File: config.mk
export PLATFORM = sky130hd
export DESIGN_NAME = uart_frame_rx_flat
export DESIGN_NICKNAME = d
export VERILOG_FILES = /design/src/rtl/uart_frame_pkg.sv /design/src/rtl/uart_frame_if.sv /design/src/rtl/uart_frame_buf.sv /design/src/rtl/uart_frame_rx.sv /design/src/flat_wrapper.sv
export SDC_FILE = /design/constraint.sdc
export NUM_CORES = 1
export LEC_CHECK = 0
export CAP_MARGIN = 5
export CORE_ASPECT_RATIO = 2
export CORE_MARGIN = 5
export CORE_UTILIZATION = 40
export CTS_BUF_LIST = sky130_fd_sc_hd__clkbuf_16
export CTS_CLUSTER_DIAMETER = 50
export DETAILED_ROUTE_END_ITERATION = 7
export PLACE_DENSITY = 0.64
export SLEW_MARGIN = 20
export SYNTH_ARGS = -nofsm -noshare
export SYNTH_HDL_FRONTEND = slang
export SYNTH_SLANG_ARGS = --single-unit
File: constraint.sdc
create_clock -name clk -period 4.3 [get_ports clk]
set_input_delay 1.075 -clock clk [delete_from_list [all_inputs] [get_ports clk]]
set_output_delay 1.075 -clock clk [all_outputs]
set_load 0.01 [all_outputs]
File: src/rtl/uart_frame_pkg.sv
// uart_frame_pkg: shared types and constants for the framed UART receiver.
// State encoding, error codes and the default start-of-frame byte.
package uart_frame_pkg;

    typedef enum logic [2:0] {
        ST_IDLE,
        ST_LEN,
        ST_PAYLOAD,
        ST_CHK,
        ST_SEND
    } state_t;

    localparam logic [1:0] ERR_OVERRUN = 2'b00;
    localparam logic [1:0] ERR_LEN     = 2'b01;
    localparam logic [1:0] ERR_CHK     = 2'b10;
    localparam logic [1:0] ERR_TIMEOUT = 2'b11;

    localparam logic [7:0] DEF_HEADER  = 8'hAA;

    // Running checksum step: plain 8-bit wrap-around add.
    function automatic logic [7:0] chk_add(
        input logic [7:0] acc,
        input logic [7:0] b
    );
        return acc + b;
    endfunction

endpackage

File: src/rtl/uart_frame_if.sv
// uart_frame_if: byte-strobe input, payload stream output and status.
// master drives bytes and out_ready; slave is the frame receiver.
interface uart_frame_if;

    logic       rx_data_valid;
    logic [7:0] rx_data_in;
    logic       out_valid;
    logic [7:0] out_data;
    logic       out_last;
    logic       out_ready;
    logic [7:0] frame_len;
    logic       err_valid;
    logic [1:0] err_code;
    logic       busy;

    modport master (
        output rx_data_valid,
        output rx_data_in,
        output out_ready,
        input  out_valid,
        input  out_data,
        input  out_last,
        input  frame_len,
        input  err_valid,
        input  err_code,
        input  busy
    );

    modport slave (
        input  rx_data_valid,
        input  rx_data_in,
        input  out_ready,
        output out_valid,
        output out_data,
        output out_last,
        output frame_len,
        output err_valid,
        output err_code,
        output busy
    );

endinterface

File: src/rtl/uart_frame_buf.sv
// uart_frame_buf: MAX_LEN x 8 payload store.
// One synchronous write port, one asynchronous read port.
module uart_frame_buf #(
    parameter int MAX_LEN = 16,
    parameter int AW      = $clog2(MAX_LEN + 1)
) (
    input  logic          clk,
    input  logic          we_i,
    input  logic [AW-1:0] waddr_i,
    input  logic [7:0]    wdata_i,
    input  logic [AW-1:0] raddr_i,
    output logic [7:0]    rdata_o
);

    logic [7:0] mem_q [MAX_LEN];

    // Write the addressed entry; address decode keeps index widths exact.
    always_ff @(posedge clk) begin
        for (int i = 0; i < MAX_LEN; i++) begin
            if (we_i && (waddr_i == AW'(i))) begin
                mem_q[i] <= wdata_i;
            end
        end
    end

    // Combinational read mux; out-of-range addresses read as zero.
    always_comb begin
        rdata_o = '0;
        for (int i = 0; i < MAX_LEN; i++) begin
            if (raddr_i == AW'(i)) begin
                rdata_o = mem_q[i];
            end
        end
    end

endmodule

File: src/rtl/uart_frame_rx.sv
// uart_frame_rx: parses HEADER/LEN/payload/CHK frames from byte strobes.
// Releases checksum-verified payloads as a valid/ready stream with last.
module uart_frame_rx
    import uart_frame_pkg::*;
#(
    parameter int         MAX_LEN     = 16,
    parameter logic [7:0] HEADER      = DEF_HEADER,
    parameter int         TIMEOUT_CYC = 15000
) (
    input  logic        clk,
    input  logic        rst,
    uart_frame_if.slave bus
);

    localparam int IW = $clog2(MAX_LEN + 1);
    localparam int TW = $clog2(TIMEOUT_CYC + 1);

    localparam logic [7:0]    LEN_MAX  = 8'(MAX_LEN);
    localparam logic [TW-1:0] TMO_LAST = TW'(TIMEOUT_CYC - 1);
    localparam logic [TW-1:0] TMO_SAT  = TW'(TIMEOUT_CYC);

    state_t        state_q, state_d;
    logic [7:0]    len_q, len_d;
    logic [7:0]    sum_q, sum_d;
    logic [IW-1:0] idx_q, idx_d;
    logic [IW-1:0] rd_q, rd_d;
    logic [TW-1:0] tmo_q, tmo_d;
    logic          err_v_q, err_v_d;
    logic [1:0]    err_c_q, err_c_d;

    logic          rx_v;
    logic [7:0]    rx_b;
    logic          we;
    logic [7:0]    rdata;
    logic          last;
    logic          in_frame;
    logic          sending;
    logic [IW-1:0] idx_nx;

    assign rx_v     = bus.rx_data_valid;
    assign rx_b     = bus.rx_data_in;
    assign sending  = (state_q == ST_SEND);
    assign in_frame = (state_q == ST_LEN) ||
                      (state_q == ST_PAYLOAD) ||
                      (state_q == ST_CHK);
    assign idx_nx   = idx_q + IW'(1);
    assign last     = (8'(rd_q) == (len_q - 8'd1));

    uart_frame_buf #(
        .MAX_LEN (MAX_LEN),
        .AW      (IW)
    ) u_buf (
        .clk     (clk),
        .we_i    (we),
        .waddr_i (idx_q),
        .wdata_i (rx_b),
        .raddr_i (rd_q),
        .rdata_o (rdata)
    );

    // State, counters, checksum and error status registers.
    always_ff @(posedge clk) begin
        if (rst) begin
            state_q <= ST_IDLE;
            len_q   <= '0;
            sum_q   <= '0;
            idx_q   <= '0;
            rd_q    <= '0;
            tmo_q   <= '0;
            err_v_q <= 1'b0;
            err_c_q <= ERR_OVERRUN;
        end else begin
            state_q <= state_d;
            len_q   <= len_d;
            sum_q   <= sum_d;
            idx_q   <= idx_d;
            rd_q    <= rd_d;
            tmo_q   <= tmo_d;
            err_v_q <= err_v_d;
            err_c_q <= err_c_d;
        end
    end

    // Frame parser, inter-byte timeout and output stream sequencing.
    always_comb begin
        state_d = state_q;
        len_d   = len_q;
        sum_d   = sum_q;
        idx_d   = idx_q;
        rd_d    = rd_q;
        tmo_d   = '0;
        err_v_d = 1'b0;
        err_c_d = err_c_q;
        we      = 1'b0;

        unique case (state_q)
            ST_IDLE: begin
                idx_d = '0;
                rd_d  = '0;
                if (rx_v && (rx_b == HEADER)) begin
                    state_d = ST_LEN;
                end
            end
            ST_LEN: begin
                if (rx_v) begin
                    if ((rx_b == 8'd0) || (rx_b > LEN_MAX)) begin
                        err_v_d = 1'b1;
                        err_c_d = ERR_LEN;
                        state_d = ST_IDLE;
                    end else begin
                        len_d   = rx_b;
                        sum_d   = rx_b;
                        idx_d   = '0;
                        state_d = ST_PAYLOAD;
                    end
                end
            end
            ST_PAYLOAD: begin
                if (rx_v) begin
                    we    = 1'b1;
                    sum_d = chk_add(sum_q, rx_b);
                    idx_d = idx_nx;
                    if (8'(idx_nx) == len_q) begin
                        state_d = ST_CHK;
                    end
                end
            end
            ST_CHK: begin
                if (rx_v) begin
                    if (rx_b == sum_q) begin
                        rd_d    = '0;
                        state_d = ST_SEND;
                    end else begin
                        err_v_d = 1'b1;
                        err_c_d = ERR_CHK;
                        state_d = ST_IDLE;
                    end
                end
            end
            ST_SEND: begin
                // Bytes arriving while the buffer drains are dropped.
                if (rx_v) begin
                    err_v_d = 1'b1;
                    err_c_d = ERR_OVERRUN;
                end
                if (bus.out_ready) begin
                    rd_d = rd_q + IW'(1);
                    if (last) begin
                        rd_d    = '0;
                        state_d = ST_IDLE;
                    end
                end
            end
            default: begin
                state_d = ST_IDLE;
            end
        endcase

        // Silence inside a frame: count, and abandon once the limit is hit.
        if (in_frame && !rx_v) begin
            if (tmo_q == TMO_LAST) begin
                err_v_d = 1'b1;
                err_c_d = ERR_TIMEOUT;
                state_d = ST_IDLE;
            end else if (tmo_q == TMO_SAT) begin
                tmo_d = tmo_q;
            end else begin
                tmo_d = tmo_q + TW'(1);
            end
        end
    end

    assign bus.out_valid = sending;
    assign bus.out_data  = sending ? rdata : 8'd0;
    assign bus.out_last  = sending && last;
    assign bus.frame_len = len_q;
    assign bus.err_valid = err_v_q;
    assign bus.err_code  = err_c_q;
    assign bus.busy      = (state_q != ST_IDLE);

endmodule
File: src/flat_wrapper.sv
// flat-port wrapper written by rule: the top's interface ports become plain ports
module uart_frame_rx_flat import uart_frame_pkg::*;
#(
    parameter int         MAX_LEN     = 16,
    parameter logic [7:0] HEADER      = DEF_HEADER,
    parameter int         TIMEOUT_CYC = 15000
)
  (clk, rst, bus_rx_data_valid, bus_rx_data_in, bus_out_ready, bus_out_valid, bus_out_data, bus_out_last, bus_frame_len, bus_err_valid, bus_err_code, bus_busy);
  uart_frame_if bus_i ();
  input  logic clk;
  input  logic rst;
  input wire logic [$bits(bus_i.rx_data_valid)-1:0] bus_rx_data_valid;
  input wire logic [$bits(bus_i.rx_data_in)-1:0] bus_rx_data_in;
  input wire logic [$bits(bus_i.out_ready)-1:0] bus_out_ready;
  output wire logic [$bits(bus_i.out_valid)-1:0] bus_out_valid;
  output wire logic [$bits(bus_i.out_data)-1:0] bus_out_data;
  output wire logic [$bits(bus_i.out_last)-1:0] bus_out_last;
  output wire logic [$bits(bus_i.frame_len)-1:0] bus_frame_len;
  output wire logic [$bits(bus_i.err_valid)-1:0] bus_err_valid;
  output wire logic [$bits(bus_i.err_code)-1:0] bus_err_code;
  output wire logic [$bits(bus_i.busy)-1:0] bus_busy;
  assign bus_i.rx_data_valid = bus_rx_data_valid;
  assign bus_i.rx_data_in = bus_rx_data_in;
  assign bus_i.out_ready = bus_out_ready;
  assign bus_out_valid = bus_i.out_valid;
  assign bus_out_data = bus_i.out_data;
  assign bus_out_last = bus_i.out_last;
  assign bus_frame_len = bus_i.frame_len;
  assign bus_err_valid = bus_i.err_valid;
  assign bus_err_code = bus_i.err_code;
  assign bus_busy = bus_i.busy;
  uart_frame_rx #(.MAX_LEN(MAX_LEN), .HEADER(HEADER), .TIMEOUT_CYC(TIMEOUT_CYC)) u_core (.clk(clk), .rst(rst), .bus(bus_i));
endmodule
==> run metrics <==
status complete, but fails checks; failing checks negative setup slack; Power Dens Cells 342 nW/um^2; TritonCTS clock tree yes; main flop type after synthesis edfxtp_1; Area after DPL 9230 um^2; routed length per instance 21.9 um; Max clock buf depth 2; max_cap viols 0; wirelength, routed 24.0 mm; Worst Slack Setup Final -0.00295 ns; final slew viol count 0; RSZ-0062 raised after global routing false; Crit. End Element primary output; crit share post-route 100%; EDFF count, synth 128; antenna violations before repair 0; fmax 0.232 GHz; async set or reset register ratio after synthesis 0%; clock net sink count 174; grt ovf 0; # H-tree levels 4; DRT antenna net count 0; DRT iter0 DRCs 419; Cell Count Post-Placement 1063; vias in the first global route 6256; Clock transition at path regs 0.07 ns; largest net degree at the start of global routing 32; Port Buf Inserts 33; Yosys warning total 0; worst-path cell chain ha_2 > buf_12 > nor2_1 > o211ai_1 > a31oi_2 > nor3_1 > o221ai_1 > a21oi_1 > clkdlybuf4s50_1; Worst Path Class, Setup reg2out; die area 24300 um^2; slowest CP cell clkdlybuf4s50_1; Hold WS 0.500 ns; CTS Root Cell clkbuf_16; Inserted Clock Buffers 17; Pre-antenna DRT Iters 5; Max IR drop VDD 0.283 mV; nets@finish 847; Tot GR Track Use 20.0%; instance count of the mapped netlist 762; Die Wd 113 um; FILL cells 1874; final setup vio count 1; sequential element share of the synthesized area 56.4%; vias per cell 5.65; critical path required time 3.22 ns; post-DP HPWL 17.7 mm; Hold Path Class reg2reg; row count 75; vias 6192; Worst Hold Depth 2; Post-CTS Hold Fix Bufs 0; Tot Pwr 3.40 mW; leakage power 3.30 nW; flip-flop and latch area 4770 um^2; GP Congestion 0.893; Max stage delay on crit path 0.49 ns; Final Instance Area 9940 um^2; area grow syn2layout 17.7%; core box area 20900 um^2; startpoint types register; share of post-route cells with drive strength above 1 14.4%; post-synthesis cell type count 74; final std cells w/o fill 1096; Crit Path Max Fanout 29; crit path time final 4.30 ns; Initial Util 40.4%; final-report hold violation count 0; Synthesized Nets 795; Worst slew margin 62.8%; CP arrival 3.23 ns; clk_lat worst skew 0.45 ns; worst r2r path cells 6; Syn Area/Cell 11.1 um^2; Die H 215 um; I/O pins 34; area of the multi-input gates 3480 um^2; Yosys reg bits 174; drc violations 0; ANT cells 0; worst slew pin tran 0.557 ns; first-pass GRT wire length 36.5 mm; clock skew 0.0101 ns; Mapped Area 8450 um^2
logic make-up after synthesis:
| group | Yosys count | synth area share, % |
|---|---|---|
| AND/OR/NAND/NOR | 277 | 17.4 |
| AO/OA/AOI/OAI | 179 | 14.5 |
| adder cells (fa/ha/maj) | 21 | 3.20 |
| buffers and inverters | 66 | 3.60 |
| flip-flops | 174 | 56.4 |
| multiplexers | 12 | 1.45 |
| XOR/XNOR | 33 | 3.42 |
cells in the mapped netlist, types with 10 or more instances:
cell type | number | area (um^2)
a21oi_1 | 53 | 265
xor2_1 | 10 | 87.6
nand3_1 | 20 | 100
buf_2 | 18 | 90.1
nand2_1 | 58 | 218
mux2i_1 | 10 | 100
nor2_1 | 67 | 251
dfxtp_1 | 46 | 921
inv_1 | 22 | 82.6
and2_1 | 18 | 113
nand2b_1 | 10 | 62.6
ha_1 | 20 | 250
nor2b_1 | 14 | 87.6
xnor2_1 | 23 | 201
nor3_1 | 20 | 100
a211oi_1 | 15 | 113
edfxtp_1 | 128 | 3840
clkbuf_1 | 19 | 71.3
o22ai_1 | 12 | 75.1
o21ai_0 | 26 | 130
what timing repair did:
| action | 4_1_cts | 5_1_grt |
|---|---|---|
| setup endpoints to repair | 8 | 6 |
| buffers inserted | 1 | 0 |
| resized for setup | 20 | 9 |
per-stage QoR:
step | util [%] | setup slack (ns) | setup TNS [ns]
2_1_floorplan | - | 0.789 | 0
3_3_place_gp | 44.1 | 0.276 | 0
3_5_place_dp | 44.1 | 0.212 | 0
4_1_cts | 47.3 | 0.0195 | 0
5_1_grt | 47.5 | 0.0171 | 0
6_report | 47.5 | -0.00295 | -0.00295
registers in the layout (all words and copies together), names as in the netlist:
| register | cells |
|---|---|
| u_core.idx_q | 5 |
| u_core.bus.frame_len | 8 |
| u_core.bus.err_valid | 1 |
| u_core.tmo_q | 14 |
| u_core.u_buf.mem_q | 128 |
| u_core.bus.err_code | 2 |
| u_core.rd_q | 5 |
| u_core.sum_q | 8 |
| u_core.state_q | 3 |
cell usage in the layout (no fill, tap or decap), types with 5 or more instances in the layout:
cell	count
o21ai_0	26
mux2i_1	10
dfxtp_1	41
nor4_1	5
nor2_1	66
o221ai_1	6
a221oi_1	5
buf_4	39
nand2b_1	10
ha_1	16
and2_1	18
dfxtp_2	5
xor2_1	10
xnor2_1	23
or2_2	5
o22ai_1	12
a22oi_1	6
o21a_1	6
nand4_1	7
nand2_1	58
a211oi_1	14
nand3b_1	9
clkbuf_16	17
nand3_1	20
or3_1	5
edfxtp_1	128
a21oi_1	51
a31oi_1	8
nor2b_1	14
nor3b_1	6
nor3_1	18
and3_1	9
inv_1	20
clkdlybuf4s50_1	31
final timing paths:
kind	start	end	slack, ns
worst max-delay path	u_core.rd_q[0]$_SDFFE_PP0P_	bus_out_data[4]	-0.003
worst min-delay path	u_core.sum_q[1]$_SDFFE_PP0P_	u_core.sum_q[1]$_SDFFE_PP0P_	0.50
worst max register to register	u_core.state_q[1]$_SDFF_PP0_	u_core.u_buf.mem_q[0][34]$_DFFE_PP_	1.65
worst min register to register	u_core.sum_q[1]$_SDFFE_PP0P_	u_core.sum_q[1]$_SDFFE_PP0P_	0.50
power breakdown:
part           leakage [nW]  internal, mW  switching (mW)
Clock                 0.281         0.817           0.707
Combinational          1.49        0.0253          0.0544
Sequential             1.52          1.80       0.0000800
worst max-delay path: cells and delay by family (launching register included):
kind	cells	cell delay (ns)
AND/OR/NAND/NOR	2	0.50
buffers and inverters	2	0.67
flip-flops	1	0.38
adder cells (fa/ha/maj)	1	0.26
AO/OA/AOI/OAI	4	0.96
layer usage:
layer / track usage, % / part of all wire [%]
met1: 18.9 / 34
met2: 38.4 / 57
met3: 3.84 / 3.3
met4: 12.0 / 5.7
met5: 0 / 0
area by class of cell:
class                   instances  area share (%)
clock buffers                  17            4.28
repair buffers                 75            6.83
flip-flops and latches        174            48.0
clock inverters                15            1.55
inverters                      24           0.944
well taps                     269            3.39
multi-input cells             522            35.0
(Power assumes the default switching activity.)
